[src/rtl/serial_tx4.sv]
// Parallel-to-serial frame transmitter: start bit, LSB-first data,
// optional even parity, stop bit, on a valid/ready input handshake.
module serial_tx4 #(
  parameter int DATA_W       = 4,
  parameter int CLKS_PER_BIT = 4,
  parameter int PARITY_EN    = 1
) (
  input  logic              clk,
  input  logic              rst,
  input  logic [DATA_W-1:0] d,
  input  logic              d_valid,
  output logic              d_ready,
  output logic              tx,
  output logic              busy,
  output logic              done
);

  localparam int CW = (CLKS_PER_BIT > 1) ? $clog2(CLKS_PER_BIT) : 1;
  localparam int BW = (DATA_W > 1) ? $clog2(DATA_W) : 1;

  localparam logic [2:0] S_IDLE   = 3'd0;
  localparam logic [2:0] S_START  = 3'd1;
  localparam logic [2:0] S_DATA   = 3'd2;
  localparam logic [2:0] S_PARITY = 3'd3;
  localparam logic [2:0] S_STOP   = 3'd4;

  localparam logic [CW-1:0] CYC_LAST = CW'(CLKS_PER_BIT - 1);
  localparam logic [BW-1:0] BIT_LAST = BW'(DATA_W - 1);

  logic [2:0]        state_q, state_d;
  logic [CW-1:0]     cyc_q, cyc_d;
  logic [BW-1:0]     bit_q, bit_d;
  logic [DATA_W-1:0] shift_q, shift_d;
  logic              par_q, par_d;
  logic              done_q, done_d;
  logic              cyc_end;

  assign cyc_end = (cyc_q == CYC_LAST);

  always_comb begin
    state_d = state_q;
    cyc_d   = cyc_q;
    bit_d   = bit_q;
    shift_d = shift_q;
    par_d   = par_q;
    done_d  = 1'b0;
    unique case (state_q)
      S_IDLE: begin
        if (d_valid) begin
          shift_d = d;
          par_d   = ^d;
          state_d = S_START;
          cyc_d   = '0;
          bit_d   = '0;
        end
      end
      S_START: begin
        if (cyc_end) begin
          state_d = S_DATA;
          cyc_d   = '0;
          bit_d   = '0;
        end else begin
          cyc_d = cyc_q + 1'b1;
        end
      end
      S_DATA: begin
        if (cyc_end) begin
          shift_d = shift_q >> 1;
          cyc_d   = '0;
          if (bit_q == BIT_LAST) begin
            state_d = (PARITY_EN != 0) ? S_PARITY : S_STOP;
            bit_d   = '0;
          end else begin
            bit_d = bit_q + 1'b1;
          end
        end else begin
          cyc_d = cyc_q + 1'b1;
        end
      end
      S_PARITY: begin
        if (cyc_end) begin
          state_d = S_STOP;
          cyc_d   = '0;
        end else begin
          cyc_d = cyc_q + 1'b1;
        end
      end
      S_STOP: begin
        if (cyc_end) begin
          state_d = S_IDLE;
          cyc_d   = '0;
          done_d  = 1'b1;
        end else begin
          cyc_d = cyc_q + 1'b1;
        end
      end
      default: begin
        state_d = S_IDLE;
        cyc_d   = '0;
        bit_d   = '0;
      end
    endcase
  end

  always_ff @(posedge clk) begin
    if (rst) begin
      state_q <= S_IDLE;
      cyc_q   <= '0;
      bit_q   <= '0;
      shift_q <= '0;
      par_q   <= 1'b0;
      done_q  <= 1'b0;
    end else begin
      state_q <= state_d;
      cyc_q   <= cyc_d;
      bit_q   <= bit_d;
      shift_q <= shift_d;
      par_q   <= par_d;
      done_q  <= done_d;
    end
  end

  // Line level is decoded purely from registered state.
  always_comb begin
    tx = 1'b1;
    unique case (state_q)
      S_START:  tx = 1'b0;
      S_DATA:   tx = shift_q[0];
      S_PARITY: tx = par_q;
      default:  tx = 1'b1;
    endcase
  end

  assign busy    = (state_q != S_IDLE);
  assign d_ready = (state_q == S_IDLE);
  assign done    = done_q;

endmodule

[config.mk]
export PLATFORM = sky130hd
export DESIGN_NAME = serial_tx4
export DESIGN_NICKNAME = d
export VERILOG_FILES = /design/src/rtl/serial_tx4.sv
export SDC_FILE = /design/constraint.sdc
export NUM_CORES = 1
export LEC_CHECK = 0
export BUFFER_PORTS_ARGS = -buffer_cell sky130_fd_sc_hd__buf_2
export CORE_ASPECT_RATIO = 1.25
export CORE_MARGIN = 2
export CORE_UTILIZATION = 45
export DETAILED_ROUTE_END_ITERATION = 10
export HOLD_SLACK_MARGIN = 0.03
export PLACE_DENSITY = 0.65
export SLEW_MARGIN = 30
export SYNTH_ARGS = -nofsm -noshare
export SYNTH_HDL_FRONTEND = slang
export SYNTH_SLANG_ARGS = --single-unit
[constraint.sdc]
create_clock -name clk -period 2.2 [get_ports clk]
set_clock_uncertainty 0.2 [all_clocks]
set_input_delay 0.22 -clock clk [delete_from_list [all_inputs] [get_ports clk]]
set_output_delay 0.22 -clock clk [all_outputs]
set_load 0.03 [all_outputs]
==> reports/results.ini, run 1 <==
[run_status]
status = completed

[run]
cap_violations = 0

[timing]
rsz0062_at_grt = no
period_share_pct = 89.58
max_slew_margin_pct = 61.63
period_minus_slack_ns = 1.971
hold_viol = 0
final.setup.tns_ns = 0
setup_slack_ns = 0.2293
max_freq_mhz = 507.4
slew_viol_final = 0
tightest_slew_ns = 0.5748
setup_viol = 0

[grt]
grt_pass1_wl_microns = 2256
grt-ovfl-total = 0
grt_pass1_vias = 557
grt_max_degree = 18
grtUsageTotal_pct = 15.84
antenna_found_initial = 0

[synthesis]
yosys.area.top_type_share_pct = 35.31
syn_area_sq_um = 737.0
synth_flop_cell = dfxtp_1
synth-compound-area-share_pct = 17.66
yosysWarnings = 0
syn-instance-count = 84
synth_xor_area_share_pct = 3.565
synth_seq_area_share_pct = 35.31
synth_top_family_by_area = simple AND/OR/NAND/NOR gates
ys_types = 30
synthArstFlopShare_pct = 0
yosysTopAreaCell = dfxtp_1
synth-seq-cells = 13
yosys.area_share.simple_pct = 28.86
synthAdderAreaFrac_pct = 5.093
synth_edf_count = 0
muxShareOfSynthArea_pct = 4.075
synth_nets = 94
syn_area_per_cell_sq_um = 8.773
yosys-top-cells-area = dfxtp_1 35%, ha_1 5.1%, mux2i_1 4.1%

[clocking]
cts_resized = 0
htree_num_levels = 1
path_clk_slew_ns = 0.08
cts_root_buf = clkbuf_4
hold_buffers = 0
cts_sinks = 13
clockBufferDepth = 2
cts_tree = yes
clk-insertion-delay-late_ns = 0.27
numCtsBuffers = 3
cts_setup_buffers = 0

[drt]
wl_microns = 1288
vias_per_cell = 5.464
drt_pass1_iterations = 3
via_count = 612
route.detailed.drc = 0
detail-route-antenna-nets = 0
first_iter_violations = 6
wl_per_cell_microns = 11.50

[finish]
layout_common_cells = 13 x dfxtp_1, 10 x buf_2, 8 x nor2_1, 6 x nand2_1, 5 x a21oi_1
area_delta_synth_final_pct = 10.53
layout.nets = 105
layout-drive-gt1-share_pct = 19.15
nFillCells = 155
final_common_cell = dfxtp_1
antennaDiodeCount = 0

[setup_path]
path_buf_inv = 1
path_class = reg -> out
crit_path_cell_trace = a21oi_1 -> a311o_1 -> buf_2
worst-path-stages = 3
critical-path-top-delay-family = flip-flops
crit_arrival_ns = 1.55
worst_setup_path_end_kind = output pin
worst-path-max-fanout = 17
start_kind = flop
startpoint = state_q[0]
reg2reg_from = cyc_q[0]
cpPeakStageDelay_ns = 0.69
worst_ep_required_time_ns = 1.78
r2r.worst_path.cells = 5
crit_path_top_delay_cell = dfxtp_1

[floorplanning]
die_h_microns = 49.25
ios = 11
initial_core_util_pct = 47.20
std_cell_rows = 16
dieArea_sq_um = 1979
die-width_microns = 40.20
core_sq_um = 1562

[placement]
dp_slack_ns = 0.3620
finalWeightedCongestion = 0.6964
hpwlAfterDp_microns = 951.3
io_buffers = 10

[power_and_ir_drop]
irDropWorstVdd_mv = 0.2898
leakage_nw = 0.3065
power_density_nw_per_um2 = 580.2

[hold_path]
hold_start = d[3]
hold_path.class = in -> reg
min_path_cells = 3

cell type report:
type / instances / area (sq um) / share of cell area (%)
Tap cell: 18 / 22.52 / 2.765
Timing Repair Buffer: 11 / 57.56 / 7.066
Clock buffer: 4 / 26.28 / 3.226
Sequential cell: 13 / 260.3 / 31.95
Multi-Input combinational cell: 63 / 436.7 / 53.61
Inverter: 3 / 11.26 / 1.382
per-stage QoR:
| stage | utilization (%) | total power, mW | instance area [sq um] | hold WS, ns | instances |
|---|---|---|---|---|---|
| after global routing | 52.16 | 0.4978 | 814.5 | 0.04283 | 112 |
| after CTS | 52.16 | 0.4803 | 814.5 | 0.03073 | 112 |
| after floorplan | - | 0.3153 | 737.0 | 0.09615 | 84 |
| final | 52.16 | 0.4726 | 814.5 | 0.03229 | 112 |
| after global placement | 50.48 | 0.3320 | 788.3 | 0.2632 | 108 |
| after detailed placement | 50.48 | 0.3336 | 788.3 | 0.2598 | 108 |
sequential cells by signal, summed over array words and instances, names as in the netlist:
signal and flops:
shift_q 4, cyc_q 2, par_q 1, done 1, bit_q 2, state_q 3
cells in the mapped netlist (4+ instances only):
master and n:
a21oi_1 5, dfxtp_1 13, nor2_1 8, nand2_1 6, o21ai_1 4, a211oi_1 4, nor3_1 4
worst reg2reg max path, cell delays in order, from the launching register on:
cell and delay (ns):
dfxtp_1 0.39, ha_1 0.34, nand2_1 0.11, a211oi_2 0.43
nor2_1 0.08, a211oi_1 0.22
per-layer routing:
metal	wire length (microns)	global-route usage [%]
met4	12	5.000
met1	619	21.71
met5	0	0
met3	43	2.740
met2	613	24.46
cell families after synthesis:
family          after synthesis
compound gates               19
xor+xnor                      3
fa+ha+maj                     3
buf+inv                       8
flops                        13
mux                           3
simple gates                 35
final timing paths:
path,endpoint,slack [ns]
max,tx,0.23
min reg2reg,shift_q[3],0.28
min,shift_q[3],0.03
max reg2reg,shift_q[1],0.36
power by group:
group          internal, mW  switching, mW  total (mW)
Clock                0.0701         0.0755       0.146
Sequential            0.246         0.0121       0.258
Combinational        0.0301         0.0388      0.0688
Total                 0.346          0.126       0.473
No activity file was read; power rests on OpenSTA's default activity.
==> run 2, diff against run 1 <==
--- a/config.mk
+++ b/config.mk
@@ -6,7 +6,6 @@
 export NUM_CORES = 1
 export LEC_CHECK = 0
 export BUFFER_PORTS_ARGS = -buffer_cell sky130_fd_sc_hd__buf_2
-export CORE_ASPECT_RATIO = 1.25
 export CORE_MARGIN = 2
 export CORE_UTILIZATION = 45
 export DETAILED_ROUTE_END_ITERATION = 10
==> run 2 against run 1 <==
  * Worst hold slack gained 0.048 ns
  * Design area unchanged
  * Fmax is 2.1% lower
  * Flip-flop and latch count unchanged
  * Sequential power is essentially flat
  * Combinational power rose by 4.9%
  * Non-clock buffer count unchanged
  * Clock power about the same
  * Highest routed layer unchanged
  * Critical path type unchanged
  * Largest cell class unchanged
==> reports/results.ini, run 2 (synthesis gave the netlist of run 1 again) <==
[timing]
setup_viol = 0  ; unchanged
period_share_pct = 91.52  ; was 89.58%
slew_viol_final = 0  ; unchanged
rsz0062_at_grt = no  ; unchanged
tightest_slew_ns = 0.5940  ; was 0.5748 ns
hold_viol = 0  ; unchanged
final.setup.tns_ns = 0  ; unchanged
fin_hold_ws_ns = 0.08053  ; was 0.03229 ns
max_slew_margin_pct = 60.34  ; was 61.63%
max_freq_mhz = 496.7  ; was 507.4 MHz
period_minus_slack_ns = 2.013  ; was 1.971 ns
setup_slack_ns = 0.1866  ; was 0.2293 ns

[setup_path]
worst_setup_path_end_kind = output pin  ; unchanged
worst_ep_required_time_ns = 1.78  ; about the same
path_class = reg -> out  ; unchanged
r2r.worst_path.cells = 5  ; unchanged
endpoint = tx  ; unchanged
startpoint = state_q[1]  ; was state_q[0]
r2r_end = shift_q[2]  ; was shift_q[1]
start_kind = flop  ; unchanged
reg2reg_from = cyc_q[0]  ; unchanged
worst-path-max-fanout = 17  ; unchanged
r2r_slack_ns = 0.27  ; was 0.36 ns
crit_arrival_ns = 1.59  ; was 1.55 ns

[finish]
final_common_cell = dfxtp_1  ; unchanged
antennaDiodeCount = 0  ; unchanged
finalInstanceArea_sq_um = 814.5  ; unchanged
nFillCells = 153  ; was 155
fin_util_pct = 53.45  ; was 52.16%
largest_reg_flops = 4  ; unchanged
layout.nets = 105  ; unchanged
largest_register = shift_q  ; unchanged
layout-drive-gt1-share_pct = 18.09  ; was 19.15%
largestRegisters = shift_q: 4 flops, state_q: 3 flops  ; unchanged
layout_common_cells = 13 x dfxtp_1, 10 x buf_2, 8 x nor2_1, 6 x nand2_1, 5 x a21oi_1  ; unchanged
area_delta_synth_final_pct = 10.53  ; unchanged

[floorplanning]
core_sq_um = 1524  ; was 1562 sq um
die-width_microns = 44.47  ; was 40.20 microns
ios = 11  ; unchanged
dieArea_sq_um = 1978  ; was 1979 sq um
die_h_microns = 44.47  ; was 49.25 microns
std_cell_rows = 14  ; was 16
initial_core_util_pct = 48.36  ; was 47.20%

[clocking]
numCtsBuffers = 3  ; unchanged
clockBufferDepth = 2  ; unchanged
hold_buffers = 1  ; was 0
cts_sinks = 13  ; unchanged
htree_num_levels = 1  ; unchanged
cts_setup_buffers = 0  ; unchanged
path_clk_slew_ns = 0.09  ; was 0.08 ns
cts_resized = 0  ; unchanged
clk-insertion-delay-late_ns = 0.27  ; about the same
cts_tree = yes  ; unchanged
cts_root_buf = clkbuf_4  ; unchanged

[hold_path]
hold_path.class = in -> reg  ; unchanged
hold_start = rst  ; was d[3]

[drt]
wl_per_cell_microns = 13.44  ; was 11.50 microns
route.detailed.drc = 0  ; unchanged
detail-route-antenna-nets = 0  ; unchanged
drt_pass1_iterations = 4  ; was 3
via_count = 638  ; was 612
vias_per_cell = 5.800  ; was 5.464
first_iter_violations = 7  ; was 6
wl_microns = 1478  ; was 1288 microns

[run_status]
status = completed  ; unchanged

[power_and_ir_drop]
leakage_nw = 0.3052  ; was 0.3065 nW
irDropWorstVdd_mv = 0.3606  ; was 0.2898 mV
power_density_nw_per_um2 = 589.7  ; was 580.2 nW/um^2

[placement]
dp_slack_ns = 0.3658  ; was 0.3620 ns
hpwlAfterDp_microns = 939.8  ; was 951.3 microns
place_area_sq_um = 778.2  ; was 788.3 sq um
io_buffers = 10  ; unchanged
finalWeightedCongestion = 0.6867  ; was 0.6964

[grt]
grt_pass1_vias = 577  ; was 557
antenna_found_initial = 0  ; unchanged
grt_pass1_wl_microns = 2566  ; was 2256 microns
grt_max_degree = 18  ; unchanged
grt-ovfl-total = 0  ; unchanged
grtUsageTotal_pct = 17.76  ; was 15.84%

[run]
cap_violations = 0  ; unchanged

-- run 2: layout make-up --
class	instances	area [sq um]	area share (%)
clock buffers	4	26.28	3.226
multi-input cells	63	436.7	53.61
well taps	16	20.02	2.458
repair buffers	11	60.06	7.373
flip-flops and latches	13	260.3	31.95
inverters	3	11.26	1.382
-- run 2: worst min-delay path by stage --
stage / endpoint / slack, ns / depth (start not counted)
after global routing: cyc_q[1] / 0.11 / 2
after detailed placement: shift_q[3] / 0.26 / 2
after CTS: cyc_q[0] / 0.08 / 2
after global placement: shift_q[3] / 0.26 / 2
after floorplan: done / 0.1 / 1
final: cyc_q[0] / 0.08 / 2
-- run 2: where the power goes --
group	switching, mW	total [mW]	leakage, nW	internal [mW]
Combinational	0.0408	0.0722	0.184	0.0314
Clock	0.0791	0.149	0.0150	0.0701
Sequential	0.0129	0.259	0.106	0.246
Total	0.133	0.480	0.305	0.348
-- run 2: layer usage --
metal / wire [microns] / global-route usage (%) / vias to the layer above / share of wire, %
li1: - / - / 321 / -
met2: 700 / 26.96 / 10 / 47
met4: 10 / 9.697 / 0 / 0.68
met1: 723 / 24.12 / 305 / 49
met5: 0 / 0 / - / 0
met3: 43 / 2.449 / 2 / 2.9
-- run 2: critical path, stage by stage, from the launching register on --
cell	delay, ns
dfxtp_1	0.68
a21oi_1	0.13
a311o_1	0.33
buf_2	0.18
-- run 2: per-stage QoR --
stage / std cells / power, mW
final: 110 / 0.4803
after global routing: 110 / 0.5056
after CTS: 110 / 0.4833
after detailed placement: 105 / 0.3337
after global placement: 105 / 0.3320
after floorplan: 84 / 0.3153
==> run 3, diff against run 2 <==
--- a/config.mk
+++ b/config.mk
@@ -5,6 +5,7 @@
 export SDC_FILE = /design/constraint.sdc
 export NUM_CORES = 1
 export LEC_CHECK = 0
+export ABC_AREA = 1
 export BUFFER_PORTS_ARGS = -buffer_cell sky130_fd_sc_hd__buf_2
 export CORE_MARGIN = 2
 export CORE_UTILIZATION = 45
==> run 3 against run 2 <==
  * Wire length rose by 12%
  * Sequential power rose by 51%
  * Utilization rose by 0.40 points
  * Critical endpoint is now shift_q[3]
  * Largest power group is now combinational cells
  * Highest routed layer unchanged
==> reports/results.ini, run 3 <==
[setup_path]
worst_ep_required_time_ns = 2.23  ; was 1.78 ns
r2r.worst_path.cells = 7  ; was 5
worst-path-max-fanout = 7  ; was 17
reg2reg_from = state_q[2]  ; was cyc_q[0]
worst_setup_path_end_kind = flop  ; was output pin
path_class = reg -> reg  ; was reg -> out
r2r_end = shift_q[3]  ; was shift_q[2]
crit_arrival_ns = 2.05  ; was 1.59 ns
r2r_slack_ns = 0.18  ; was 0.27 ns
start_kind = flop  ; unchanged

[finish]
multiInputGateArea_sq_um = 476.7  ; was 436.7 sq um
largest_register = shift_q  ; unchanged
antennaDiodeCount = 0  ; unchanged
layout-drive-gt1-share_pct = 24.22  ; was 18.09%
layout_common_cells = 28 x nand2_1, 13 x nor2_1, 13 x dfxtp_1, 11 x inv_1, 10 x buf_2  ; was 13 x dfxtp_1, 10 x buf_2, 8 x nor2_1, 6 x nand2_1, 5 x a21oi_1
largestRegisters = shift_q: 4 flops, state_q: 3 flops  ; unchanged
final_common_cell = nand2_1  ; was dfxtp_1
largest_reg_flops = 4  ; unchanged
nFillCells = 172  ; was 153
area_delta_synth_final_pct = 14.85  ; was 10.53%
regArea_sq_um = 260.3  ; unchanged
layout.nets = 139  ; was 105

[floorplanning]
ios = 11  ; unchanged
std_cell_rows = 15  ; was 14
die-width_microns = 45.95  ; was 44.47 microns
initial_core_util_pct = 46.89  ; was 48.36%
dieArea_sq_um = 2111  ; was 1978 sq um
die_h_microns = 45.95  ; was 44.47 microns
core_sq_um = 1689  ; was 1524 sq um

[grt]
grt-ovfl-total = 0  ; unchanged
antenna_found_initial = 0  ; unchanged
grt_pass1_wl_microns = 2787  ; was 2566 microns
grt_pass1_vias = 666  ; was 577
grt_max_degree = 11  ; was 18
grtUsageTotal_pct = 18.79  ; was 17.76%

[synthesis]
syn-instance-count = 112  ; was 84
yosys.area.top_type_share_pct = 32.86  ; was 35.31%
syn_area_per_cell_sq_um = 7.072  ; was 8.773 sq um
yosysWarnings = 0  ; unchanged
synth_seq_area_share_pct = 32.86  ; was 35.31%
syn_area_sq_um = 792.0  ; was 737.0 sq um
synth_edf_count = 0  ; unchanged
synth_nets = 122  ; was 94
ys_types = 21  ; was 30
yosys-top-cells-area = dfxtp_1 33%, nand2_1 13%, nor2_4 7.1%  ; was dfxtp_1 35%, ha_1 5.1%, mux2i_1 4.1%
synth_flop_cell = dfxtp_1  ; unchanged
yosysTopAreaCell = dfxtp_1  ; unchanged
synth-seq-cells = 13  ; unchanged
synth_common_cells = 28 x nand2_1, 13 x dfxtp_1, 13 x nor2_1, 11 x inv_1, 9 x nand3_1  ; was 13 x dfxtp_1, 8 x nor2_1, 6 x nand2_1, 5 x a21oi_1
synthArstFlopShare_pct = 0  ; unchanged
yosysMostFrequentCell = nand2_1  ; was dfxtp_1

[drt]
wl_microns = 1651  ; was 1478 microns
wl_met2_microns = 771  ; was 700 microns
route.detailed.drc = 0  ; unchanged
wl_per_cell_microns = 11.39  ; was 13.44 microns
via_count = 736  ; was 638
detail-route-antenna-nets = 0  ; unchanged
drt_pass1_iterations = 5  ; was 4
routed.top_layer = met4  ; unchanged
first_iter_violations = 17  ; was 7
wl_met3_microns = 72  ; was 43 microns
vias_per_cell = 5.076  ; was 5.800
wl_met1_microns = 765  ; was 723 microns

[timing]
period_share_pct = 91.71  ; was 91.52%
final.setup.tns_ns = 0  ; unchanged
max_slew_margin_pct = 77.52  ; was 60.34%
max_freq_mhz = 495.6  ; was 496.7 MHz
period_minus_slack_ns = 2.018  ; was 2.013 ns
rsz0062_at_grt = no  ; unchanged
fin_hold_ws_ns = 0.1062  ; was 0.08053 ns
tightest_slew_ns = 0.3368  ; was 0.5940 ns
setup_viol = 0  ; unchanged
setup_slack_ns = 0.1824  ; was 0.1866 ns
hold_viol = 0  ; unchanged
slew_viol_final = 0  ; unchanged

[placement]
io_buffers = 10  ; unchanged
finalWeightedCongestion = 0.8500  ; was 0.6867
hpwlAfterDp_microns = 1278  ; was 939.8 microns
dp_slack_ns = 0.6012  ; was 0.3658 ns

[clocking]
cts_tree = yes  ; unchanged
htree_num_levels = 1  ; unchanged
path_clk_slew_ns = 0.08  ; was 0.09 ns
cts_resized = 0  ; unchanged
clk-insertion-delay-late_ns = 0.28  ; was 0.27 ns
clockBufferDepth = 2  ; unchanged
cts_sinks = 13  ; unchanged
cts_root_buf = clkbuf_4  ; unchanged
numCtsBuffers = 3  ; unchanged

[hold_path]
whs_endpoint = shift_q[0]  ; was cyc_q[0]
hold_start = d[0]  ; was rst
hold_path.class = in -> reg  ; unchanged
min_path_cells = 5  ; was 2

[power_and_ir_drop]
power_density_nw_per_um2 = 1450  ; was 589.7 nW/um^2
leakage_nw = 0.4370  ; was 0.3052 nW
irDropWorstVdd_mv = 0.8097  ; was 0.3606 mV

[run_status]
status = completed  ; unchanged

[run]
cap_violations = 0  ; unchanged

[run 3: cell types whose count changed after synthesis, sizes merged, moves of 5 or more]
cell    before  now
nand2        6   32
inv          3   14
a21oi        5   10
nor2         8   19
a211oi       5    0
nand3        3   11
[run 3: per-layer routing]
| layer | global-route usage (%) | up-vias |
|---|---|---|
| met5 | 0 | - |
| met4 | 9.714 | 0 |
| met3 | 3.571 | 5 |
| met2 | 30.00 | 19 |
| met1 | 23.68 | 321 |
| li1 | - | 391 |
[run 3: cells by family after synthesis]
group                      count (synthesis)  synth area share, %
xor gates and xnor gates                   3                3.318
buffers and inverters                     14                6.952
and+or+nand+nor                           63                39.34
DFF                                       13                32.86
AOI/OAI and AO/OA                         16                12.80
adders and majority gates                  3                4.740
[run 3: how the worst max path moves through the flow]
stage,slack (ns),start,to
3_3_place_gp,0.61,cyc_q[0],state_q[2]
6_report,0.18,state_q[2],shift_q[3]
2_1_floorplan,0.69,state_q[1],tx
3_5_place_dp,0.60,state_q[2],tx
4_1_cts,0.20,state_q[2],shift_q[3]
5_1_grt,0.09,state_q[2],shift_q[3]
[run 3: through the flow]
stage	instances	power (mW)	area, sq um	utilization [%]
final	145	1.319	909.6	53.85
after global routing	145	1.432	909.6	53.85
after CTS	145	1.323	909.6	53.85
after detailed placement	139	1.161	863.3	51.11
after global placement	139	1.146	863.3	51.11
after floorplan	112	1.005	792.0	-
[run 3: final cells by class]
type / count / area share (%)
Clock buffer: 4 / 2.889
Multi-Input combinational cell: 85 / 52.41
Tap cell: 17 / 2.338
Sequential cell: 13 / 28.61
Timing Repair Buffer: 12 / 7.703
Inverter: 14 / 6.052
[run 3: worst max-delay path: stages, from the launching register on]
cell,delay [ns]
dfxtp_1,0.53
nor2_4,0.10
nand2_2,0.14
inv_4,0.07
a21oi_4,0.19
nand2_2,0.07
a21oi_2,0.10
dlygate4sd3_1,0.56
[run 3: where the power goes]
group,internal [mW],switching (mW),leakage (nW),total [mW]
sequential,0.309,0.0826,0.107,0.392
combinational,0.267,0.504,0.315,0.771
clock,0.0705,0.0855,0.0150,0.156
total,0.647,0.672,0.437,1.32
[run 3: what timing repair did]
| action | 4_1_cts | 5_1_grt |
|---|---|---|
| setup buffers | 0 | 0 |
| hold endpoints to repair | 5 | 0 |
| endpoints found under the setup margin | 0 | 0 |
| hold buffers | 2 | 0 |
